`src/rtl/inst_prefetch_queue_if.sv`:
```
// Bus bundle for the instruction prefetch queue: memory read port, redirect input,
// decoder-facing head entry, and the FSM state for observation.
interface inst_prefetch_queue_if #(
  parameter int DATA_W = 19,
  parameter int ADDR_W = 19,
  parameter int DEPTH  = 4
);
  localparam int CNT_W = $clog2(DEPTH + 1);

  // Handshakes: imem_req/imem_addr hold until the cycle imem_ack=1 (single outstanding);
  // a head entry transfers on any cycle where inst_valid & deq_ready are both 1.
  logic              imem_req;
  logic [ADDR_W-1:0] imem_addr;
  logic              imem_ack;
  logic [DATA_W-1:0] imem_rdata;
  logic              flush;
  logic [ADDR_W-1:0] flush_pc;
  logic              inst_valid;
  logic [DATA_W-1:0] inst;
  logic [ADDR_W-1:0] inst_pc;
  logic              deq_ready;
  logic [CNT_W-1:0]  count;
  logic [1:0]        fsm_state;

  modport master (
    output imem_req, imem_addr, inst_valid, inst, inst_pc, count, fsm_state,
    input  imem_ack, imem_rdata, flush, flush_pc, deq_ready
  );

  modport slave (
    input  imem_req, imem_addr, inst_valid, inst, inst_pc, count, fsm_state,
    output imem_ack, imem_rdata, flush, flush_pc, deq_ready
  );
endinterface

```
`src/rtl/inst_prefetch_queue.sv`:
```
// Instruction prefetch queue: fetches sequential words from instruction memory into a
// small FIFO for the decoder; flush redirects fetch and drops buffered/in-flight words.
module inst_prefetch_queue #(
  parameter int                  DATA_W   = 19,
  parameter int                  ADDR_W   = 19,
  parameter int                  DEPTH    = 4,
  parameter logic [ADDR_W-1:0]   RESET_PC = '0
) (
  input logic clk,
  input logic reset,
  inst_prefetch_queue_if.master bus
);
  localparam int PTR_W = $clog2(DEPTH);
  localparam int CNT_W = $clog2(DEPTH + 1);

  typedef enum logic [1:0] {
    IDLE  = 2'd0,
    REQ   = 2'd1,
    DRAIN = 2'd2
  } state_t;

  state_t            state_q, state_d;
  logic [ADDR_W-1:0] fetch_pc_q, fetch_pc_d;
  logic [ADDR_W-1:0] drain_addr_q, drain_addr_d;
  logic [PTR_W-1:0]  rd_ptr_q, wr_ptr_q;
  logic [CNT_W-1:0]  count_q, count_d, count_after;
  logic [DATA_W-1:0] data_mem [DEPTH];
  logic [ADDR_W-1:0] pc_mem [DEPTH];
  logic              push, pop, has_room;

  always_comb begin
    push        = (state_q == REQ) && bus.imem_ack && !bus.flush;
    pop         = (count_q != '0) && bus.deq_ready && !bus.flush;
    count_after = count_q + CNT_W'(push) - CNT_W'(pop);
    has_room    = count_after < CNT_W'(DEPTH);

    state_d      = state_q;
    fetch_pc_d   = fetch_pc_q;
    drain_addr_d = drain_addr_q;
    count_d      = count_after;

    if (bus.flush) begin
      // Flush wins over push/pop; an unacked request must still complete before refetch.
      count_d    = '0;
      fetch_pc_d = bus.flush_pc;
      unique case (state_q)
        IDLE: state_d = REQ;
        REQ: begin
          if (bus.imem_ack) begin
            state_d = REQ;
          end else begin
            state_d      = DRAIN;
            drain_addr_d = fetch_pc_q;
          end
        end
        DRAIN:   state_d = bus.imem_ack ? REQ : DRAIN;
        default: state_d = IDLE;
      endcase
    end else begin
      unique case (state_q)
        IDLE: if (has_room) state_d = REQ;
        REQ: begin
          if (bus.imem_ack) begin
            fetch_pc_d = fetch_pc_q + ADDR_W'(1);
            state_d    = has_room ? REQ : IDLE;
          end
        end
        DRAIN:   if (bus.imem_ack) state_d = REQ;
        default: state_d = IDLE;
      endcase
    end
  end

  always_ff @(posedge clk) begin
    if (!reset) begin
      state_q      <= IDLE;
      fetch_pc_q   <= RESET_PC;
      drain_addr_q <= '0;
      count_q      <= '0;
      rd_ptr_q     <= '0;
      wr_ptr_q     <= '0;
    end else begin
      state_q      <= state_d;
      fetch_pc_q   <= fetch_pc_d;
      drain_addr_q <= drain_addr_d;
      count_q      <= count_d;
      if (bus.flush) begin
        rd_ptr_q <= '0;
        wr_ptr_q <= '0;
      end else begin
        if (push) wr_ptr_q <= wr_ptr_q + PTR_W'(1);
        if (pop)  rd_ptr_q <= rd_ptr_q + PTR_W'(1);
      end
    end
  end

  // Storage needs no reset: entries are only visible while count covers them.
  always_ff @(posedge clk) begin
    if (reset && push) begin
      data_mem[wr_ptr_q] <= bus.imem_rdata;
      pc_mem[wr_ptr_q]   <= fetch_pc_q;
    end
  end

  assign bus.imem_req   = (state_q != IDLE);
  assign bus.imem_addr  = (state_q == DRAIN) ? drain_addr_q : fetch_pc_q;
  assign bus.inst_valid = (count_q != '0);
  assign bus.inst       = bus.inst_valid ? data_mem[rd_ptr_q] : '0;
  assign bus.inst_pc    = bus.inst_valid ? pc_mem[rd_ptr_q] : '0;
  assign bus.count      = count_q;
  assign bus.fsm_state  = state_q;
endmodule

```
`src/flat_wrapper.sv`:
```
// flat-port wrapper written by rule: the top's interface ports become plain ports
module inst_prefetch_queue_flat 
#(
  parameter int                  DATA_W   = 19,
  parameter int                  ADDR_W   = 19,
  parameter int                  DEPTH    = 4,
  parameter logic [ADDR_W-1:0]   RESET_PC = '0
)
  (clk, reset, bus_imem_req, bus_imem_addr, bus_inst_valid, bus_inst, bus_inst_pc, bus_count, bus_fsm_state, bus_imem_ack, bus_imem_rdata, bus_flush, bus_flush_pc, bus_deq_ready);
  inst_prefetch_queue_if #(.DATA_W(DATA_W), .ADDR_W(ADDR_W), .DEPTH(DEPTH)) bus_i ();
  input logic clk;
  input logic reset;
  output wire logic [$bits(bus_i.imem_req)-1:0] bus_imem_req;
  output wire logic [$bits(bus_i.imem_addr)-1:0] bus_imem_addr;
  output wire logic [$bits(bus_i.inst_valid)-1:0] bus_inst_valid;
  output wire logic [$bits(bus_i.inst)-1:0] bus_inst;
  output wire logic [$bits(bus_i.inst_pc)-1:0] bus_inst_pc;
  output wire logic [$bits(bus_i.count)-1:0] bus_count;
  output wire logic [$bits(bus_i.fsm_state)-1:0] bus_fsm_state;
  input wire logic [$bits(bus_i.imem_ack)-1:0] bus_imem_ack;
  input wire logic [$bits(bus_i.imem_rdata)-1:0] bus_imem_rdata;
  input wire logic [$bits(bus_i.flush)-1:0] bus_flush;
  input wire logic [$bits(bus_i.flush_pc)-1:0] bus_flush_pc;
  input wire logic [$bits(bus_i.deq_ready)-1:0] bus_deq_ready;
  assign bus_imem_req = bus_i.imem_req;
  assign bus_imem_addr = bus_i.imem_addr;
  assign bus_inst_valid = bus_i.inst_valid;
  assign bus_inst = bus_i.inst;
  assign bus_inst_pc = bus_i.inst_pc;
  assign bus_count = bus_i.count;
  assign bus_fsm_state = bus_i.fsm_state;
  assign bus_i.imem_ack = bus_imem_ack;
  assign bus_i.imem_rdata = bus_imem_rdata;
  assign bus_i.flush = bus_flush;
  assign bus_i.flush_pc = bus_flush_pc;
  assign bus_i.deq_ready = bus_deq_ready;
  inst_prefetch_queue #(.DATA_W(DATA_W), .ADDR_W(ADDR_W), .DEPTH(DEPTH), .RESET_PC(RESET_PC)) u_core (.clk(clk), .reset(reset), .bus(bus_i));
endmodule
```
`config.mk`:
```
export PLATFORM = sky130hd
export DESIGN_NAME = inst_prefetch_queue_flat
export DESIGN_NICKNAME = d
export VERILOG_FILES = /design/src/rtl/inst_prefetch_queue_if.sv /design/src/rtl/inst_prefetch_queue.sv /design/src/flat_wrapper.sv
export SDC_FILE = /design/constraint.sdc
export NUM_CORES = 1
export LEC_CHECK = 0
export BUFFER_PORTS_ARGS = -buffer_cell sky130_fd_sc_hd__buf_4
export CORE_ASPECT_RATIO = 0.9
export CORE_MARGIN = 2
export CORE_UTILIZATION = 25
export DETAILED_ROUTE_END_ITERATION = 10
export PLACE_DENSITY = 0.4
export SKIP_CTS_REPAIR_TIMING = 1
export SLEW_MARGIN = 0
export SYNTH_ARGS = -nofsm -noshare
export SYNTH_HDL_FRONTEND = slang
export SYNTH_SLANG_ARGS = --single-unit
export TNS_END_PERCENT = 20
```
`constraint.sdc`:
```
create_clock -name clk -period 3.19 [get_ports clk]
set_input_delay 0.4785 -clock clk [delete_from_list [all_inputs] [get_ports clk]]
set_output_delay 0.4785 -clock clk [all_outputs]
set_load 0.02 [all_outputs]
```
* After elaboration in Yosys (flattened, before gate mapping)
Memories as Yosys holds them, arrays and structs flattened. A register that Yosys moved wholly into a read port is not among the register bits.
Index checks and enable logic that the tools add are counted.
** Storage, ports and cells
- Output and inout bits :: 64
- Logic and storage cells :: 57
- Memories :: 2
- Input port bits :: 43
- Flip-flop bits (word level) :: 47
- RAM bits :: 152
** Operators by class
- Bitwise gates (word level) :: 2
- Multiplexer cells :: 20
- Reductions and logical operators :: 16
- Add/subtract/negate cells :: 5
- Eq/ne operators :: 5
- Magnitude comparators :: 1
** Memories
- u_core.data_mem :: depth 4, width 19, rd ports 1, clocked after memory_dff 1, wr ports 1, RTL line inst_prefetch_queue.sv:27 : logic [DATA_W-1:0] data_mem [DEPTH];
- u_core.pc_mem :: depth 4, width 19, rd ports 1, clocked after memory_dff 1, wr ports 1, RTL line inst_prefetch_queue.sv:28 : logic [ADDR_W-1:0] pc_mem [DEPTH];
** Operators by type and width (number)
- 2-to-1 mux 19 bit :: 6
- adder 19 x 1 -> 19 bit (second input constant) :: 1
- 2-to-1 mux 2 bit :: 9
- inequality test 3 bit (second input constant) :: 2
- case mux 2 bit (3 select lines) :: 1
- AND reduction 3 bit :: 2
- nonzero test 2 bit :: 3
- logical AND 1 bit :: 5
- adder 2 x 1 -> 2 bit (second input constant) :: 2
- case mux 2 bit (2 select lines) :: 1
- OR reduction 2 bit :: 2
- adder 3 x 1 -> 3 bit :: 1
- < comparator 3 bit (second input constant) :: 1
- 2-to-1 mux 1 bit :: 3
- inequality test 3 x 2 -> 1 bit (second input constant) :: 1
- nonzero test 3 bit :: 1
- subtractor 3 x 1 -> 3 bit :: 1
- == test 2 x 1 -> 1 bit (second input constant) :: 1
- == test 2 bit (second input constant) :: 1
- logical NOT 2 bit :: 1
- NOT 1 bit :: 2
- AND reduction 2 bit :: 1
- logical NOT 1 bit :: 1

* Longest topological paths before layout
Gate-level depths: netlist of the first run.
- Depth in word-level cells :: 10
- Depth in mapped cells :: 11
- Gate-level depth less buffers :: 10

* Worst setup path before layout of the first run
No wires, ideal clock.
- Path type :: input to register
- From :: input port bus_flush
- To :: register u_core.state_q[0] (netlist: u_core.bus.fsm_state[0])
- Cell stages on the path :: 10
- Path slack :: 439 ps
- Arrival time :: 2618 ps
- Setup time :: 133 ps
- Path through :: clkbuf_1 > clkbuf_1 > nor3b_1 > ha_1 > inv_1 > ha_1 > fa_1 > xor3_1 > a2111oi_0 > o31ai_1
** RTL lines
- start: declaration :: RTL line flat_wrapper.sv:22 : input wire logic [$bits(bus_i.flush)-1:0] bus_flush;
- logical NOT 1 bit (*) :: RTL line inst_prefetch_queue.sv:33 : pop = (count_q != '0) && bus.deq_ready && !bus.flush;
- logical AND 1 bit (*) :: RTL line inst_prefetch_queue.sv:33
- net u_core.pop :: RTL line inst_prefetch_queue.sv:29 : logic push, pop, has_room;
- subtractor 3 x 1 -> 3 bit (*) :: RTL line inst_prefetch_queue.sv:34 : count_after = count_q + CNT_W'(push) - CNT_W'(pop);
- < comparator 3 bit (*) :: RTL line inst_prefetch_queue.sv:35 : has_room = count_after < CNT_W'(DEPTH);
- 2-to-1 mux 1 bit :: RTL line inst_prefetch_queue.sv:65 : state_d = has_room ? REQ : IDLE;
- 2-to-1 mux 2 bit :: RTL line inst_prefetch_queue.sv:63 : if (bus.imem_ack) begin
- case mux 2 bit (3 select lines) :: RTL line inst_prefetch_queue.sv:60 : unique case (state_q)
- 2-to-1 mux 2 bit :: RTL line inst_prefetch_queue.sv:42 : if (bus.flush) begin
- end signal: assignment :: RTL line inst_prefetch_queue.sv:83 : state_q <= state_d;
- end: declaration :: RTL line inst_prefetch_queue.sv:22 : state_t state_q, state_d;
Mark *: on every way through the listed nets, which the timed path passes. The rest lies on a longest branch. The select of a mux whose other input is x is not followed.
A chain may end at the register's enable or synchronous reset.

==> results of run 1 <==
## path summary, 6_finish.rpt
| path | startpoint | to | depth (start not counted) |
|---|---|---|---|
| min | bus_imem_rdata[11] | u_core.data_mem[2][11] | 1 |
| min reg2reg | u_core.drain_addr_q[6] | u_core.drain_addr_q[6] | 2 |
| max | register | bus_inst_pc[6] | 4 |
| max reg2reg | u_core.bus.fsm_state[1] | u_core.bus.fsm_state[1] | 10 |
## cell type report
type | instances | share of cell area (%)
sequential | 201 | 52.7
timing repair buffer | 130 | 9.62
multi-input combinational | 310 | 25.5
inverter | 15 | 0.534
clock inverter | 11 | 1.32
tap | 422 | 5.01
clock buffer | 26 | 5.37
## cells in the final DEF, fill, tap and decap left out, types with 6 or more instances in the layout
cell type / Yosys / final
sky130_fd_sc_hd__a21oi_1: 8 / 8
sky130_fd_sc_hd__clkbuf_16: 0 / 22
sky130_fd_sc_hd__nand2_1: 58 / 58
sky130_fd_sc_hd__nor2b_1: 39 / 39
sky130_fd_sc_hd__xnor2_1: 10 / 10
sky130_fd_sc_hd__edfxtp_1: 152 / 152
sky130_fd_sc_hd__dfxtp_1: 49 / 47
sky130_fd_sc_hd__and3_1: 6 / 6
sky130_fd_sc_hd__o21ai_0: 17 / 17
sky130_fd_sc_hd__mux4_2: 38 / 38
sky130_fd_sc_hd__nand3_1: 9 / 9
sky130_fd_sc_hd__buf_4: 0 / 127
sky130_fd_sc_hd__clkinv_1: 1 / 6
sky130_fd_sc_hd__mux2_2: 15 / 15
sky130_fd_sc_hd__inv_1: 14 / 14
sky130_fd_sc_hd__a21boi_0: 20 / 20
sky130_fd_sc_hd__nor2_1: 8 / 8
sky130_fd_sc_hd__ha_1: 11 / 11
## worst max-delay path: cells and delay by family, from the launching register on
kind                   cells  cell delay, ps
buffers and inverters      2             470
DFF                        1             650
muxes                      1             530
and+or+nand+nor            1             170
## stage by stage
stage                     instance area, µm²  hold slack, ps
final                                  10500             177
after global routing                   10500             157
after CTS                              10500             151
after detailed placement                9830             457
after global placement                  9830             449
after floorplan                         8410             440
## state kept, by name, summed over array words and instances, names as in the netlist, named ones only
name / cells
u_core.fetch_pc_q: 19
u_core.bus.count: 3
u_core.rd_ptr_q: 2
u_core.pc_mem: 76
u_core.wr_ptr_q: 2
u_core.drain_addr_q: 19
u_core.data_mem: 76
u_core.bus.fsm_state: 2
## where the power goes
part | switching, mW | internal [mW] | total, mW
clock | 0.995 | 1.50 | 2.50
sequential | 0.0501 | 2.86 | 2.91
combinational | 0.243 | 0.180 | 0.423
## synthesized netlist by cell type (2+ instances only)
library cell,count,area (µm²)
sky130_fd_sc_hd__edfxtp_1,152,4560
sky130_fd_sc_hd__nand2_1,58,218
sky130_fd_sc_hd__dfxtp_1,49,981
sky130_fd_sc_hd__nor2b_1,39,244
sky130_fd_sc_hd__mux4_2,38,856
sky130_fd_sc_hd__clkbuf_1,27,101
sky130_fd_sc_hd__a21boi_0,20,150
sky130_fd_sc_hd__o21ai_0,17,85.1
sky130_fd_sc_hd__mux2_2,15,169
sky130_fd_sc_hd__inv_1,14,52.6
sky130_fd_sc_hd__ha_1,11,138
sky130_fd_sc_hd__xnor2_1,10,87.6
sky130_fd_sc_hd__nand3_1,9,45.0
sky130_fd_sc_hd__a21oi_1,8,40.0
sky130_fd_sc_hd__and2_1,8,50.1
sky130_fd_sc_hd__nor2_1,8,30.0
sky130_fd_sc_hd__and3_1,6,37.5
sky130_fd_sc_hd__nand2b_1,5,31.3
sky130_fd_sc_hd__nor3_1,5,25.0
sky130_fd_sc_hd__nor4_1,5,31.3
sky130_fd_sc_hd__a31oi_1,4,25.0
sky130_fd_sc_hd__buf_2,4,20.0
sky130_fd_sc_hd__nand4_1,3,18.8
sky130_fd_sc_hd__o211a_1,3,30.0
sky130_fd_sc_hd__xor2_1,3,26.3
sky130_fd_sc_hd__a31o_2,2,17.5
sky130_fd_sc_hd__nor3b_1,2,15.0
sky130_fd_sc_hd__o311a_1,2,20.0
sky130_fd_sc_hd__o31ai_1,2,15.0
sky130_fd_sc_hd__or3_1,2,12.5
sky130_fd_sc_hd__or4_2,2,17.5
## layer usage
| layer | up-vias | track usage [%] | part of all wire, % |
|---|---|---|---|
| met5 | - | 0 | 0 |
| met4 | 0 | 3.13 | 2.1 |
| met3 | 30 | 2.25 | 5.1 |
| met2 | 126 | 19.1 | 45 |
| met1 | 2502 | 16.9 | 48 |
| li1 | 2340 | - | - |
## logic make-up after synthesis
logic type,after synthesis,synth area share (%)
buffers and inverters,47,2.28
xor gates and xnor gates,14,1.64
adders and majority gates,12,1.87
AOI/OAI and AO/OA,66,5.34
DFF,201,65.9
muxes,54,12.3
and+or+nand+nor,164,10.7
==> metrics.csv, run 1 <==
metric,value,unit
Pre-antenna DRT Iters,4,
total clock sinks,201,
largest net degree at the start of global routing,46,
IO Count,107,
final-report max-slew violation count,0,
power density over the cells,553,mW/mm²
final number of hold-violating endpoints,0,
total wire length after detailed routing,20.9,mm
Maximum Capacitance Violations,0,
Final Total Pwr,5.83,mW
flip-flop cell with the highest count after synthesis,sky130_fd_sc_hd__edfxtp_1,
async set-reset flop share out of synthesis,0,%
number of global-route vias before repair,5304,
post-detailed-route wirelength per cell,18.8,µm
Die X-Extent,197,µm
CP Max Fanout,22,
wire length of the first global-routing pass,31.9,mm
slowest cell on the critical path,sky130_fd_sc_hd__dfxtp_2,
total track usage,12.0,%
area of the multi-input gates,0.00269,mm²
gp weighted congestion,0.707,
count of unique library cells instantiated by Yosys,56,
fraction of layout instances using a drive strength above 1,32.8,%
DRC violation count after routing,0,
Ant. Diodes,0,
min Tclk post-route,2810,ps
post-synth design cell area,0.00841,mm²
die height,178,µm
clock latency of the later-clocked register in the worst-skew pair,510,ps
worst slew slack as a fraction of its limit,42.8,%
net count reported at finish,735,
library cell used as clock root buffer,sky130_fd_sc_hd__clkbuf_16,
count of standard-cell rows,63,
largest incremental delay on the critical path,650,ps
ANT nets after route,0,
TritonCTS clock tree,built,
Arrival @ worst endpoint,2330,ps
setup repair after global routing missed its margin,no,
final total negative setup slack,0,ps
Fill cells,3241,
"Period Utilization, post-route",88.2,%
sequential cell area,0.00555,mm²
outcome,"finished, final reports clean",
number of buffers created by CTS,22,
Post-synth EDFFs,152,
sequential area share after synthesis,65.9,%
number of vias per cell after detailed routing,4.48,
synthesized area divided by synthesized cell count,15.1,µm²
Max Clock Freq,0.356,GHz
synthesized flop and latch total,201,
instance count of the mapped netlist,558,
Slew @ Worst Pin,856,ps
largest clock skew in the final design,8.62,ps
number of placed cells counting well taps,1078,
leakage power,3.63,nW
critical setup path kind,register to primary output,
antenna violations before repair,0,
worst hold path class,primary input to register,
"Clk pin slew, worst setup/hold paths",60,ps
setup violation total in the final timing report,0,
internal reg-to-reg setup slack,450,ps
ordered cell list for the critical path,"buf_12, mux4_2, nor2b_1, buf_4",
initial core utilization,25.5,%
synthesis-to-finish area growth,25.2,%
standard cell core area,0.0330,mm²
vias after detailed routing,4998,
HPWL after detailed placement,13.7,mm
die footprint,0.0351,mm²
number of buffers on the longest clock path,3,
share of the core filled with cells in the final layout,31.9,%
number of design-rule violations left by the first detailed-router iteration,308,
remaining global-route overflow,0,
Yosys warnings,0,
final cell count without fillers,1115,
number of levels the H-tree was split into,1,
Critical Path Sink Type,primary output,
synthesized netlist net count,613,
endpoint required time on the critical path,2710,ps
setup slack after placement,370,ps
smallest setup slack after layout,378,ps
critical path startpoint category,register,
Port Buffer Count,106,
Max IR drop VDD,0.293,mV
No activity file was read; power rests on OpenSTA's default activity.
==> run 2: changes to the inputs <==
BUFFER_PORTS_ARGS = unset   (was -buffer_cell sky130_fd_sc_hd__buf_4)
CORE_UTILIZATION = 40   (was 25)
DONT_BUFFER_PORTS = 1   (was unset)
PLACE_DENSITY = 0.53   (was 0.4)
SLEW_MARGIN = 20   (was 0)
==> run 2 against run 1 <==
  * Worst hold slack worse by 93 ps
  * Via count is 8.5% lower
  * Count of clock-buffer cells in the layout is the same
  * Highest routed layer unchanged
  * Clock skew increased by 0.86 ps
  * Cell count down 22%
  * Sequential share of layout area up 6.1 points
  * Register-to-register slack better by 80 ps
  * Die area shrank 37%
  * Critical path depth decreased by 2
  * Non-clock buffer count shrank 107
  * Global-route usage grew 3.9 points
  * Critical endpoint is now bus_imem_addr[13]
==> metrics.csv, run 2 (synthesis results as in run 1) <==
metric,value,unit,change
outcome,"finished, final reports clean",,
most frequent standard cell in the layout excluding fill and tap cells,sky130_fd_sc_hd__edfxtp_1,,
Die X-Extent,157,µm,-21%
number of vias per cell after detailed routing,5.25,,+17%
die height,142,µm,-20%
total track usage,15.9,%,+3.9 points
"top library cells by usage in the layout, fill and taps aside","sky130_fd_sc_hd__edfxtp_1, sky130_fd_sc_hd__nand2_1, sky130_fd_sc_hd__dfxtp_1, sky130_fd_sc_hd__nor2b_1, sky130_fd_sc_hd__mux4_2",,
number of buffers on the longest clock path,3,,unchanged
smallest setup slack after layout,289,ps,-89.4 ps
synthesis-to-finish area growth,12.2,%,
number of buffers created by CTS,21,,-4.5%
CP top delay family,adder cells,,
die footprint,0.0222,mm²,-37%
slowest cell on the critical path,sky130_fd_sc_hd__ha_1,,
remaining global-route overflow,0,,unchanged
antenna violations before repair,2,,+2
critical setup path kind,register to primary output,,
endpoint required time on the critical path,2710,ps,about the same
count of standard-cell rows,50,,-21%
total clock sinks,201,,unchanged
buffering stage count on the worst path with inverters included,0,,-2
critical path startpoint category,register,,
worst hold path class,primary input to register,,
Arrival @ worst endpoint,2420,ps,+90 ps
number of levels the H-tree was split into,1,,unchanged
final total negative setup slack,0,ps,unchanged
"Clk pin slew, worst setup/hold paths",60,ps,about the same
Critical Path Sink Type,primary output,,
number of global-route vias before repair,4794,,-9.6%
wire length of the first global-routing pass,26.9,mm,-16%
Max Clock Freq,0.345,GHz,-3.1%
gp weighted congestion,0.753,,+6.6%
Fill cells,1834,,-43%
vias after detailed routing,4575,,-8.5%
placed inst area,0.00884,mm²,-10%
clock latency of the later-clocked register in the worst-skew pair,490,ps,-20 ps
ANT nets after route,0,,unchanged
TritonCTS clock tree,built,,
ordered cell list for the critical path,"ha_1, mux2_2",,
"Period Utilization, post-route",91.0,%,+2.8 points
worst slew slack as a fraction of its limit,30.4,%,-12 points
min Tclk post-route,2900,ps,+89.4 ps
library cell used as clock root buffer,sky130_fd_sc_hd__clkbuf_16,,
setup repair after global routing missed its margin,no,,
power density over the cells,566,mW/mm²,+2.3%
final number of hold-violating endpoints,0,,unchanged
number of design-rule violations left by the first detailed-router iteration,210,,-32%
HPWL after detailed placement,10.8,mm,-21%
net count reported at finish,627,,-15%
fraction of layout instances using a drive strength above 1,20.3,%,-12 points
standard cell core area,0.0207,mm²,-37%
setup slack after placement,478,ps,+108 ps
final-report max-slew violation count,0,,unchanged
leakage power,3.02,nW,-17%
CP Max Fanout,25,,+14%
post-detailed-route wirelength per cell,20.0,µm,+6.4%
Slew @ Worst Pin,1040,ps,+188 ps
final standard cell area without fillers,0.00944,mm²,-10%
registers with the most flip-flops,"u_core.data_mem: 76 flops, u_core.pc_mem: 76 flops",,
largest net degree at the start of global routing,46,,unchanged
Port Buffer Count,0,,-100%
Maximum Capacitance Violations,0,,unchanged
initial core utilization,40.6,%,+15 points
largest clock skew in the final design,9.48,ps,+0.855 ps
IO Count,107,,unchanged
total wire length after detailed routing,17.4,mm,-17%
setup violation total in the final timing report,0,,unchanged
DRC violation count after routing,0,,unchanged
largest incremental delay on the critical path,920,ps,+270 ps
Pre-antenna DRT Iters,4,,unchanged
Max IR drop VDD,0.286,mV,-2.5%
## run 2: cell type report
type                       count  area (µm²)  area share, %
clock inverter                10        47.5          0.504
timing repair buffer          23         198           2.09
inverter                      15        56.3          0.597
sequential                   201        5550           58.8
tap                          286         358           3.79
antenna                        1        2.50         0.0265
clock buffer                  26         544           5.77
multi-input combinational    310        2690           28.4
## run 2: power by group
part	internal [mW]	leakage, nW	switching [mW]
sequential	2.86	1.78	0.0551
combinational	0.105	0.956	0.179
clock	1.20	0.287	0.941
total	4.17	3.02	1.18
## run 2: worst reg2reg max path, stage by stage (launching register included)
cell and delay [ps]:
sky130_fd_sc_hd__dfxtp_1 510, sky130_fd_sc_hd__nor3_2 90, sky130_fd_sc_hd__nor3b_1 340, sky130_fd_sc_hd__ha_1 180, sky130_fd_sc_hd__inv_1 40, sky130_fd_sc_hd__ha_1 180
sky130_fd_sc_hd__fa_1 370, sky130_fd_sc_hd__xor3_1 240, sky130_fd_sc_hd__a2111oi_0 450, sky130_fd_sc_hd__o31ai_1 130
## run 2: worst paths after layout
path | slack [ps] | from | to | cells after the start
min | 80 | bus_imem_rdata[11] | u_core.data_mem[1][11] | 0
min reg2reg | 460 | u_core.drain_addr_q[4] | u_core.drain_addr_q[4] | 2
max | 290 | u_core.bus.fsm_state[1] | bus_imem_addr[13] | 2
max reg2reg | 530 | u_core.bus.count[1] | u_core.bus.fsm_state[0] | 9
## run 2: per-layer routing
metal	vias up	part of all wire [%]	GRT usage, %
li1	2135	-	-
met1	2274	44	20.7
met4	0	2.1	4.25
met5	-	0	0
met2	136	46	26.1
met3	30	7.5	4.86
## run 2: stage by stage
stage               utilization, %  power [mW]  instances  hold WS [ps]
floorplan                        -        3.18        558           440
global placement              42.7        3.25        835           448
detailed placement            42.7        3.26        835           455
CTS                           45.6        5.42        871          64.3
global route                  45.6        5.53        872          60.9
finish                        45.6        5.34        872          83.2
==> run 3: changes to the inputs <==
CORE_ASPECT_RATIO = 0.75   (was 0.9)
==> run 3 against run 2 <==
  * Cell area rose by 1.9%
  * Combinational power is essentially flat
  * Clock power grew 20%
  * Largest cell class unchanged
  * Clock skew grew 1.6 ps
  * Critical path depth stayed put
  * Highest routed layer unchanged
==> metrics.csv, run 3 (synthesis results as in run 1) <==
metric,value,unit,change
total wire length after detailed routing,18.1,mm,+3.7%
most frequent standard cell in the layout excluding fill and tap cells,sky130_fd_sc_hd__edfxtp_1,,
number of placed cells counting well taps,830,,-0.60%
die footprint,0.0222,mm²,about the same
library cell used as clock root buffer,sky130_fd_sc_hd__clkbuf_16,,
number of buffers on the longest clock path,3,,unchanged
final number of hold-violating endpoints,0,,unchanged
"top library cells by usage in the layout, fill and taps aside","sky130_fd_sc_hd__edfxtp_1, sky130_fd_sc_hd__nand2_1, sky130_fd_sc_hd__dfxtp_1, sky130_fd_sc_hd__nor2b_1, sky130_fd_sc_hd__mux4_2",,
Int Pwr,4.53,mW,+8.6%
final standard cell area without fillers,0.00962,mm²,+1.9%
internal reg-to-reg setup slack,430,ps,-100 ps
endpoint required time on the critical path,2710,ps,about the same
Pre-antenna DRT Iters,4,,unchanged
"Period Utilization, post-route",90.6,%,-0.38 points
outcome,"finished, final reports clean",,
largest net degree at the start of global routing,46,,unchanged
leakage power,3.10,nW,+2.6%
IO Count,107,,unchanged
critical setup path kind,register to primary output,,
placed inst area,0.00887,mm²,+0.28%
Ant. Diodes,0,,-1
worst slew slack as a fraction of its limit,32.0,%,+1.6 points
CP Max Fanout,25,,unchanged
Die X-Extent,171,µm,+9.3%
synthesis-to-finish area growth,14.4,%,
Worst Hold Endpoint,u_core.data_mem[2][7],,
min Tclk post-route,2890,ps,-12.2 ps
number of buffers created by CTS,22,,+4.8%
ordered cell list for the critical path,"ha_1, mux2_2",,
logic depth of the worst register-to-register path,10,,+1
initial core utilization,41.2,%,+0.53 points
Fill cells,1765,,-3.8%
net count reported at finish,627,,unchanged
standard cell core area,0.0204,mm²,-1.3%
fraction of layout instances using a drive strength above 1,21.8,%,+1.4 points
Critical Path Sink Type,primary output,,
NetSw,1.25,mW,+6.1%
wire length of the first global-routing pass,27.9,mm,+3.7%
share of the core filled with cells in the final layout,47.1,%,+1.5 points
Port Buffer Count,0,,unchanged
area of the multi-input gates,0.00269,mm²,unchanged
total track usage,16.6,%,+0.71 points
clock share of power,44.6,%,+4.4 points
Slew @ Worst Pin,1020,ps,-24.6 ps
ANT nets after route,0,,unchanged
combinational power share,4.9,%,-0.4 points
post-detailed-route wirelength per cell,20.8,µm,+4.0%
final total negative setup slack,0,ps,unchanged
number of vias per cell after detailed routing,5.36,,+2.1%
setup repair after global routing missed its margin,no,,
antenna violations before repair,0,,-2
gp weighted congestion,0.774,,+2.7%
number of design-rule violations left by the first detailed-router iteration,334,,+59%
vias after detailed routing,4659,,+1.8%
Arrival @ worst endpoint,2410,ps,about the same
sequential cell area,0.00555,mm²,unchanged
largest clock skew in the final design,11.1,ps,+1.62 ps
total clock sinks,201,,unchanged
"Clk pin slew, worst setup/hold paths",60,ps,about the same
relative contribution of sequential cells to total power,50.5,%,-4.0 points
smallest setup slack after layout,301,ps,+12.2 ps
die height,130,µm,-8.5%
remaining global-route overflow,0,,unchanged
registers with the most flip-flops,"u_core.data_mem: 76 flops, u_core.pc_mem: 76 flops",,
TritonCTS clock tree,built,,
startpoint of the worst hold path,bus_imem_rdata[7],,
power density over the cells,600,mW/mm²,+6.0%
setup slack after placement,474,ps,-3.53 ps
slowest cell on the critical path,sky130_fd_sc_hd__ha_1,,
DRC violation count after routing,0,,unchanged
worst reg2reg startpoint,u_core.bus.count[2],,
Maximum Capacitance Violations,0,,unchanged
worst hold path class,primary input to register,,
final cell count without fillers,870,,-0.23%
critical path startpoint category,register,,
Max Clock Freq,0.346,GHz,+0.42%
number of levels the H-tree was split into,1,,unchanged
final-report max-slew violation count,0,,unchanged
largest incremental delay on the critical path,900,ps,-20 ps
setup violation total in the final timing report,0,,unchanged
count of standard-cell rows,45,,-10%
clock latency of the later-clocked register in the worst-skew pair,500,ps,about the same
cell depth of the worst hold path,0,,unchanged
HPWL after detailed placement,11.1,mm,+2.3%
endpoint of the worst-slack reg-to-reg timing path,u_core.bus.fsm_state[0],,
number of global-route vias before repair,4761,,-0.69%
Max IR drop VDD,0.274,mV,-4.1%
switching part of the total power,21.6,%,-0.40 points
-- run 3: cell count changes in the layout (fill, tap and decap cells not counted), sizes merged --
cell,before,now
diode,1,0
clkinvlp,2,3
clkinv,9,11
buf,23,22
clkbuf,26,24
bufinv,0,3
-- run 3: cell type report --
cell class / instances / share of cell area (%)
clock buffer: 24 / 6.02
clock inverter: 16 / 1.78
inverter: 15 / 0.585
multi-input combinational: 310 / 27.9
sequential: 201 / 57.7
tap: 282 / 3.67
timing repair buffer: 22 / 2.37
-- run 3: how the worst max path moves through the flow --
stage,startpoint,cells past startpoint,slack [ps],to
floorplan,bus_flush,10,440,u_core.bus.fsm_state[0]
global route,u_core.bus.fsm_state[1],3,120,bus_imem_addr[14]
detailed placement,u_core.bus.count[2],10,470,u_core.bus.fsm_state[0]
CTS,u_core.bus.fsm_state[1],2,280,bus_imem_addr[8]
global placement,u_core.bus.count[2],9,640,u_core.bus.fsm_state[0]
finish,u_core.bus.fsm_state[1],2,300,bus_imem_addr[8]
-- run 3: power groups by stage --
stage	combinational [mW]	clock [mW]	sequential (mW)
floorplan	0.224	0	2.96
global placement	0.279	0	2.97
detailed placement	0.284	0	2.97
CTS	0.286	2.64	2.92
global route	0.310	2.76	2.92
finish	0.283	2.57	2.92
-- run 3: per-stage QoR --
step           hold WS [ps]  power [mW]
2_1_floorplan           440        3.18
3_3_place_gp            447        3.25
3_5_place_dp            456        3.26
4_1_cts                53.8        5.85
5_1_grt                47.7        5.99
6_report               76.2        5.77
-- run 3: worst max-delay path, delay by kind of cell (launching register included) --
kind / cells / cell delay, ps
adder cells (fa/ha/maj): 1 / 900
flip-flops: 1 / 510
multiplexers: 1 / 490
-- run 3: per-layer routing --
| layer | track usage (%) | routed length, µm | vias to the layer above |
|---|---|---|---|
| met4 | 3.74 | 326 | 0 |
| li1 | - | - | 2137 |
| met2 | 26.5 | 8300 | 123 |
| met3 | 3.82 | 1070 | 27 |
| met5 | 0 | 0 | - |
| met1 | 23.5 | 8380 | 2372 |
